--- config.mk ---
export PLATFORM = sky130hd
export DESIGN_NAME = csi2tx_lane_byte_tracker
export DESIGN_NICKNAME = d
export VERILOG_FILES = /design/src/rtl/csi2tx_lane_byte_tracker.sv
export SDC_FILE = /design/constraint.sdc
export NUM_CORES = 1
export LEC_CHECK = 0
export BUFFER_PORTS_ARGS = -buffer_cell sky130_fd_sc_hd__buf_2
export CAP_MARGIN = 20
export CORE_AREA = 2 2 125 127
export DETAILED_ROUTE_END_ITERATION = 8
export DIE_AREA = 0 0 127 129
export GPL_ROUTABILITY_DRIVEN = 1
export PLACE_DENSITY = 0.76
export SYNTH_ARGS = -nofsm -noshare
export SYNTH_HDL_FRONTEND = slang
export SYNTH_SLANG_ARGS = --single-unit
--- constraint.sdc ---
create_clock -name txbyteclkhs -period 7 [get_ports txbyteclkhs]
set_clock_uncertainty 0.05 [all_clocks]
set_input_delay 0.7 -clock txbyteclkhs [delete_from_list [all_inputs] [get_ports txbyteclkhs]]
set_output_delay 0.7 -clock txbyteclkhs [all_outputs]
set_load 0.05 [all_outputs]
--- src/rtl/csi2tx_lane_byte_tracker.sv ---
// Packet-progress tracker between the CSI byte FIFO read port and the lane distributor.
// Decodes the packet header, then counts FIFO bytes read and lane bytes committed.
module csi2tx_lane_byte_tracker #(
    parameter int unsigned MAX_LANES = 8
) (
    input  logic        txbyteclkhs,
    input  logic        txbyteclkhs_rst,
    input  logic        forcetxstopmode,
    input  logic [3:0]  lane_cnt,
    input  logic        header_info,
    input  logic        fifo_rd_en,
    input  logic [63:0] fifo_rd_data,
    input  logic        txreadyhs0,
    input  logic        txrequesths0,
    output logic [63:0] fifo_rd_data_d,
    output logic        short_packet,
    output logic [16:0] validated_word_cnt,
    output logic        eop_rd,
    output logic        eop_wr,
    output logic        pkt_err
);

    typedef enum logic [1:0] {IDLE, ACTIVE, DONE} state_t;

    localparam logic [3:0] MAX_L = 4'(MAX_LANES);

    state_t      state_q, state_d;
    logic [16:0] vwc_q, vwc_d;
    logic [16:0] rd_bytes_q, rd_bytes_d;
    logic [16:0] total_q, total_d;
    logic [3:0]  lanes_q, lanes_d;
    logic        short_q, short_d;
    logic        err_q, err_d;
    logic [63:0] data_d_q, data_d_d;

    logic        beat;
    logic        last_beat;
    logic [3:0]  lanes_eff;
    logic [16:0] lanes_ext;
    logic        hdr_short;
    logic [16:0] hdr_total;

    assign beat      = txreadyhs0 & txrequesths0;
    assign lanes_ext = {13'b0, lanes_q};
    assign hdr_short = (fifo_rd_data[5:0] < 6'h10);
    assign hdr_total = hdr_short ? 17'd4 : ({1'b0, fifo_rd_data[23:8]} + 17'd6);

    always_comb begin
        lanes_eff = lane_cnt;
        if (lane_cnt == 4'd0) begin
            lanes_eff = 4'd1;
        end else if (lane_cnt > MAX_L) begin
            lanes_eff = MAX_L;
        end
    end

    // A short packet fits in one beat regardless of the lane count.
    assign last_beat = (state_q == ACTIVE) && beat && (short_q || (vwc_q <= lanes_ext));

    always_comb begin
        state_d    = state_q;
        vwc_d      = vwc_q;
        rd_bytes_d = rd_bytes_q;
        total_d    = total_q;
        lanes_d    = lanes_q;
        short_d    = short_q;
        data_d_d   = data_d_q;
        err_d      = (header_info && (state_q != IDLE)) || (beat && (state_q == IDLE));

        case (state_q)
            IDLE: begin
                if (header_info) begin
                    vwc_d      = hdr_total;
                    total_d    = hdr_total;
                    rd_bytes_d = 17'd8;
                    lanes_d    = lanes_eff;
                    short_d    = hdr_short;
                    state_d    = ACTIVE;
                end
            end
            ACTIVE: begin
                if (fifo_rd_en) begin
                    rd_bytes_d = (rd_bytes_q >= 17'h1FFF8) ? '1 : (rd_bytes_q + 17'd8);
                end
                if (beat) begin
                    vwc_d = (vwc_q > lanes_ext) ? (vwc_q - lanes_ext) : '0;
                end
                if (last_beat) begin
                    state_d    = DONE;
                    vwc_d      = '0;
                    rd_bytes_d = '0;
                    short_d    = 1'b0;
                end
            end
            DONE: begin
                state_d    = IDLE;
                vwc_d      = '0;
                rd_bytes_d = '0;
                short_d    = 1'b0;
            end
            default: state_d = IDLE;
        endcase

        if (fifo_rd_en) begin
            data_d_d = fifo_rd_data;
        end

        if (forcetxstopmode) begin
            state_d    = IDLE;
            vwc_d      = '0;
            rd_bytes_d = '0;
            total_d    = '0;
            lanes_d    = '0;
            short_d    = 1'b0;
            err_d      = 1'b0;
        end
    end

    always_ff @(posedge txbyteclkhs or posedge txbyteclkhs_rst) begin
        if (txbyteclkhs_rst) begin
            state_q    <= IDLE;
            vwc_q      <= '0;
            rd_bytes_q <= '0;
            total_q    <= '0;
            lanes_q    <= '0;
            short_q    <= 1'b0;
            err_q      <= 1'b0;
            data_d_q   <= '0;
        end else begin
            state_q    <= state_d;
            vwc_q      <= vwc_d;
            rd_bytes_q <= rd_bytes_d;
            total_q    <= total_d;
            lanes_q    <= lanes_d;
            short_q    <= short_d;
            err_q      <= err_d;
            data_d_q   <= data_d_d;
        end
    end

    assign fifo_rd_data_d     = data_d_q;
    assign short_packet       = short_q;
    assign validated_word_cnt = vwc_q;
    assign eop_rd             = (state_q == ACTIVE) && (rd_bytes_q >= total_q);
    assign eop_wr             = last_beat && !forcetxstopmode;
    assign pkt_err            = err_q;

endmodule

Word level (Yosys, flattened, before mapping)

Cells that the tools add are included.
Widths: inputs -> output; s select.

Equality and inequality tests: 6
Add/subtract/negate cells: 3
Reduce and logical (&&, ||, !) cells: 20
Order comparisons: 6
Multiplexer cells: 29
Bitwise logic cells: 1

Operators by type and width:

| cell                  | number |
|---|---|
| $mux 17               | 13 |
| $pmux 17 s3           | 2 |
| $mux 4                | 5 |
| $add 16x3->17 const B | 1 |
| $add 17x4->17 const B | 1 |
| $ge 17x17->1          | 1 |
| $ge 17x17->1 const B  | 1 |
| $gt 17x4->1           | 1 |
| $le 17x4->1           | 1 |
| $sub 17x4->17         | 1 |
| $reduce_and 3->1      | 3 |
| $ne 4x4->1 const B    | 2 |
| $logic_and 1x1->1     | 6 |
| $lt 6x5->1 const B    | 1 |
| $mux 2                | 3 |
| $ne 3x3->1 const B    | 2 |
| $reduce_bool 2->1     | 3 |
| $gt 4x4->1 const B    | 1 |
| $logic_not 4->1       | 1 |
| $mux 1                | 4 |
| $pmux 2 s2            | 1 |
| $reduce_and 2->1      | 2 |
| $reduce_bool 4->1     | 1 |
| $pmux 1 s3            | 1 |
| 6 further kinds       | 7 |

Bits in registers: 123
Word-level logic and storage cells: 73
Input bits: 75

Longest topological paths before layout

Gate-level depths: netlist of run 1.

Depth after elaboration: 6
Mapped depth: 10
Gate-level depth less buffers: 10

Worst setup path after synthesis of run 1

No wires, ideal clock.

Path kind: reg-to-output
Start point: reg vwc_q[1] (netlist: validated_word_cnt[1])
End point: out eop_wr
Cell stages (with the launch flop): 7
Arrival: 2.531 ns
Path slack: 3.719 ns
Path through: dfrtp_1 > ha_1 > nor2b_1 > o31a_2 > nor4_4 > nor2_1 > nor2_1

Cells in the longest elaborated chain, start to end: 4

Ends and longest elaborated chain:

| what                   | line | text |
|---|---|---|
| start, declared        | 28   | `logic [16:0] vwc_q, vwc_d;` |
| start signal, assigned | 131  | `vwc_q <= vwc_d;` |
| $le 17x4->1            | 58   | `assign last_beat = (state_q == ACTIVE) && beat && (short_q \|\| (vwc_q <= lanes_ext));` |
| $logic_or 1x1->1       | 58   |  |
| $logic_and 1x1->1      | 58   |  |
| $logic_and 1x1->1      | 145  | `assign eop_wr = last_beat && !forcetxstopmode;` |
| end, declared          | 19   | `output logic eop_wr,` |

Every way passes these cells.

Worst setup path in the final report of run 1

Same ends and word-level chain as after synthesis.

==> results of run 1 <==
power breakdown:
part           switching, uW  internal [uW]
combinational            514            214
clock                    322            570
sequential              68.8            772
total                    905           1560
stage by stage:
stage | utilization | total power, uW | cell area [sq um] | cells
floorplan | - | 1380 | 6450 | 639
global route | 0.535 | 2570 | 8010 | 994
detailed placement | 0.494 | 1570 | 7400 | 962
CTS | 0.535 | 2470 | 8010 | 994
global placement | 0.494 | 1560 | 7400 | 962
finish | 0.535 | 2460 | 8010 | 994
logic make-up after synthesis:
logic type / Yosys count
and+or+nand+nor: 199
AOI/OAI and AO/OA: 149
DFF: 121
xor gates and xnor gates: 14
adders and majority gates: 28
buffers and inverters: 63
muxes: 65
sequential cells by signal, indices dropped and copies added (netlist names):
register,flops
fifo_rd_data_d,64
total_q,17
validated_word_cnt,17
rd_bytes_q,15
lanes_q,4
state_q,2
pkt_err,1
short_packet,1
routing by layer:
layer  track usage  up-vias  routed length [um]
met3        0.0474       35                1030
met1         0.278     2626                7250
met4        0.0905        0                 457
met2         0.329      220                7880
met5             0        -                   0
li1              -     2610                   -
critical path: cells and delay by family (launching register included):
| kind | cells | cell delay, ns |
|---|---|---|
| simple gates | 4 | 0.81 |
| compound gates | 1 | 0.35 |
| flops | 1 | 0.42 |
| fa+ha+maj | 1 | 0.32 |
| buf+inv | 1 | 0.28 |
worst min path at each step:
stage,end,slack [ns],depth (start not counted)
floorplan,total_q[10],0.40,2
global placement,total_q[3],0.41,2
detailed placement,total_q[10],0.43,2
CTS,fifo_rd_data_d[44],0.31,2
global route,fifo_rd_data_d[42],0.35,2
finish,fifo_rd_data_d[42],0.30,2
synth_stat cells (5+ instances only):
cell type    n  area (sq um)
dfrtp_1    121          3030
mux2_2      64           721
nand2_1     58           218
a21oi_1     55           275
nor2_1      48           180
inv_1       35           131
o21ai_0     33           165
ha_1        27           338
clkbuf_1    19          71.3
nand3_1     18          90.1
nand4_1     14          87.6
nor3_1      13          65.1
nor4_1       9          56.3
xnor2_1      9          78.8
a31oi_1      7          43.8
nand2b_1     7          43.8
nor2b_1      6          37.5
xor2_1       5          43.8
area by class of cell:
class | count | area share
multi-input combinational | 455 | 0.397
sequential | 121 | 0.378
timing repair buffer | 163 | 0.103
clock buffer | 18 | 0.0548
tap | 188 | 0.0294
clock inverter | 14 | 0.0217
inverter | 35 | 0.0167
==> results by group, run 1 <==
Global route
  – Initial antenna violation count: 0
  – Grt ovf: 0
  – First-pass GRT wire length: 27200 um
  – Largest net degree at the start of global routing: 77
  – Tot GR Track Use: 0.208
  – Vias in the first global route: 5449

Timing
  – RSZ-0062 raised after global routing: no
  – Final Setup Violations: 0
  – Fmax: 301 MHz
  – Slew of the pin with the lowest slew margin: 1.00 ns
  – Final worst setup slack: 3.67 ns
  – Final Hold Fails: 0
  – Rel. slew slack: 0.332
  – Final worst path period share: 0.475
  – Min Tclk post-route: 3.33 ns
  – Hold slack: 0.300 ns
  – Setup tns final: 0 ns
  – Max-slew violations: 0

Floorplan
  – I/O pins: 160
  – Die Height: 129 um
  – Die area: 0.0164 sq mm
  – Core Box Area: 0.0150 sq mm
  – Site Rows: 45
  – Die Width: 127 um
  – Initial Util: 0.431

Critical path
  – Reg-to-reg endpoint: validated_word_cnt[1]
  – Worst Reg2Reg Path Length in Cells: 8
  – Crit Path Category: flop to output pin
  – CP Capture Type: output pin
  – Worst r2r src: state_q[0]
  – Crit path to: eop_wr
  – CP peak stage delay: 0.42 ns
  – WP data required: 6.25 ns
  – Crit-path slowest cell: dfrtp_1
  – Worst setup SP type: flop
  – Flop2flop setup slack: 4.15 ns
  – Worst Setup SP: validated_word_cnt[1]
  – Crit path top cell by count: nor2_1
  – Crit-path cells: ha_1 -> nor2b_1 -> o31a_2 -> nor4_4 -> nor2_1 -> nor2_1 -> buf_2
  – Crit Path Max Fanout: 6
  – Arrival time of the worst setup path: 2.58 ns

Routing
  – Routed vias: 5491
  – DRT antenna net count: 0
  – Wire length per cell: 16.7 um
  – Residual DRC count: 0
  – Initial DRT Pass Iterations: 5
  – Routed wire length: 16600 um
  – Initial DRC count: 432
  – Vias per inst: 5.52

Run
  – Max-cap violations: 0

Synth
  – Largest family of logic cells by synthesized area: simple AND/OR/NAND/NOR gates
  – Distinct cells, synth: 69
  – Xor/xnor share of the synthesized area: 0.0190
  – Mapped Area: 0.00645 sq mm
  – Syn nets: 742
  – Multiplexer share of the synthesized area: 0.113
  – Ys async rst share: 1.00
  – Adder-cell share of the synthesized area: 0.0555
  – YS warnings: 0
  – Post-synthesis compound-gate area fraction: 0.148
  – Gate count after technology mapping: 639
  – Sequential cell area fraction in the yosys report: 0.469
  – Top FF cell, synth: dfrtp_1
  – Avg Inst Size Synth: 10.1 sq um
  – Post-synthesis simple-gate area fraction: 0.156
  – FF+latch count, synth: 121
  – Number of synthesized flops with an enable pin: 0

Placed design
  – IO buf count: 159
  – GPL Wtd Cong: 0.920
  – Setup WS pre-CTS: 3.80 ns
  – Detailed Place HPWL: 12200 um

CTS
  – Post CTS Setup Buffer Count: 0
  – CTS tree: done
  – Hold-fix buffers, CTS: 0
  – Clock Tree Buf Depth: 2
  – # resized after CTS: 0
  – H-tree depth: 4
  – Worst skew pair latency: 0.41 ns
  – CTS root buffer: clkbuf_16
  – Cts bufs inserted: 17
  – Clock sinks: 121
  – Clock slew at reported path FFs: 0.06 ns

Power and ir drop
  – Leakage: 0.00363 uW
  – VDD IR-drop max: 0.292 mV
  – Power Density: 307 mW/mm^2

Layout
  – Final nets: 896
  – Commonest non-fill, non-tap cell in the layout: buf_2
  – Most frequent cells in the layout: buf_2, dfrtp_1, mux2_2
  – # fillers: 1347
  – Share of post-route cells with drive strength above 1: 0.340
  – Diode count: 0
  – FF+latch area: 0.00303 sq mm
  – Multi-input logic area: 0.00318 sq mm
  – Synth-to-Final Area Change: 24.2%

Worst hold path
  – Worst min-delay path category: primary input to async pin

Status
  – Status: finished, final reports clean
Note: power is estimated with default switching activity, not from simulation.
==> run 2, diff against run 1 <==
- clock period: 7 -> 3.3 ns (I/O delays scaled with it)
==> results by group, run 2 (synthesis gave the netlist of run 1 again) <==
Critical path
  – WP data required: 2.92 ns
  – CP peak stage delay: 0.42 ns
  – Worst setup SP type: flop
  – Arrival time of the worst setup path: 2.51 ns
  – Crit Path Max Fanout: 6
  – Worst r2r src: validated_word_cnt[0]
  – Worst Reg2Reg Path Length in Cells: 10
  – Crit-path slowest cell: dfrtp_1
  – Reg-to-reg endpoint: validated_word_cnt[14]
  – Crit Path Category: flop to output pin
  – Crit path top cell by count: nor2_1
  – Flop2flop setup slack: 0.78 ns
  – Crit-path cells: ha_1 -> nor2b_1 -> o31a_2 -> nor4_4 -> nor2_1 -> nor2_1 -> buf_2
  – CP Capture Type: output pin

Routing
  – Routed vias: 5552
  – Residual DRC count: 0
  – Wire length per cell: 16.8 um
  – Routed wire length: 16900 um
  – DRT antenna net count: 0
  – Initial DRT Pass Iterations: 7
  – Vias per inst: 5.54
  – Initial DRC count: 458

Layout
  – Diode count: 0
  – Synth-to-Final Area Change: 24.7%
  – Non-filler instance count after layout: 1003
  – Commonest non-fill, non-tap cell in the layout: buf_2
  – Final nets: 905
  – Most frequent cells in the layout: buf_2, dfrtp_1, mux2_2
  – Max reg flops: 64
  – Share of post-route cells with drive strength above 1: 0.344
  – Final Cell Area: 0.00805 sq mm

Placed design
  – IO buf count: 159
  – Placed cell areas: 0.00747 sq mm
  – GPL Wtd Cong: 0.903
  – Detailed Place HPWL: 12600 um
  – Placed Cells incl. Taps: 970

Power and ir drop
  – Power Density: 635 mW/mm^2
  – VDD IR-drop max: 0.428 mV
  – Leakage: 0.00365 uW
  – Tot Pwr: 5110 uW

CTS
  – Worst skew pair latency: 0.41 ns
  – Clock sinks: 121
  – CTS root buffer: clkbuf_16
  – Clock slew at reported path FFs: 0.06 ns
  – Clock Tree Buf Depth: 2
  – CTS tree: done
  – Cts bufs inserted: 17
  – H-tree depth: 4

Global route
  – Largest net degree at the start of global routing: 46
  – Vias in the first global route: 5502
  – Tot GR Track Use: 0.208
  – Initial antenna violation count: 0
  – First-pass GRT wire length: 27200 um
  – Grt ovf: 0

Timing
  – Max-slew violations: 0
  – Rel. slew slack: 0.553
  – Final Setup Violations: 0
  – Min Tclk post-route: 2.89 ns
  – Setup tns final: 0 ns
  – Final worst path period share: 0.875
  – Final Hold Fails: 0
  – Fmax: 346 MHz
  – RSZ-0062 raised after global routing: no
  – Slew of the pin with the lowest slew margin: 0.671 ns

Worst hold path
  – Worst min-delay path category: primary input to flop
  – Cells on Worst Hold Path: 2
  – Hold_sp: fifo_rd_data[31]
  – Hold Path Sink: fifo_rd_data_d[31]

Floorplan
  – Site Rows: 45
  – Initial Util: 0.431
  – I/O pins: 160
  – Die Height: 129 um
  – Core Box Area: 0.0150 sq mm
  – Die Width: 127 um
  – Die area: 0.0164 sq mm

Status
  – Status: finished, final reports clean

Run
  – Max-cap violations: 0
## run 2: changes by cell type in the layout (fill, tap and decap cells not counted), sizes merged
cell / change
clkinv: -3
inv: +4
buf: +8
clkinvlp: +1
dlygate4sd3: +1
bufinv: -2
## run 2: final cells by class
type / instances / area (sq um)
inverter: 35 / 135
fill: 1363 / 6930
clock buffer: 18 / 429
tap: 188 / 235
clock inverter: 14 / 139
timing repair buffer: 172 / 908
multi-input combinational: 455 / 3170
sequential: 121 / 3030
## run 2: worst max path at each step
stage	cells past startpoint	end	start	slack [ns]
after global placement	7	eop_wr	validated_word_cnt[1]	0.84
final	7	eop_wr	validated_word_cnt[1]	0.41
after floorplan	6	eop_wr	validated_word_cnt[1]	0.39
after detailed placement	7	eop_wr	validated_word_cnt[1]	0.83
after CTS	7	eop_wr	validated_word_cnt[1]	0.39
after global routing	7	eop_rd	rd_bytes_q[3]	0.21
## run 2: per-stage QoR
step                hold slack [ns]   util  setup WS, ns
floorplan                     0.392      -         0.389
global placement              0.353  0.499         0.837
detailed placement            0.353  0.499         0.834
CTS                          0.0831  0.537         0.390
global route                 0.0792  0.537         0.205
finish                       0.0950  0.537         0.412
## run 2: layer usage
layer  global-route usage  vias up  part of all wire
li1                     -     2642                 -
met1                0.266     2652              0.43
met2                0.344      222              0.48
met3               0.0557       36             0.063
met4               0.0763        0             0.023
met5                    0        -                 0
## run 2: power breakdown
part	internal (uW)	total, uW	switching, uW
registers	1640	1770	137
logic	467	1570	1100
clock network	1050	1770	715
total	3160	5110	1950
## run 2: worst max-delay path: cells and delay by family (launching register included)
kind                       cells  cell delay (ns)
DFF                            1             0.42
and+or+nand+nor                4             0.75
adders and majority gates      1             0.31
buffers and inverters          1             0.27
AOI/OAI and AO/OA              1             0.35
## run 2: timing repair
item	CTS	global route
hold endpoints to repair	23	0
setup buffers	0	0
hold buffers	1	0
resized for setup	0	0
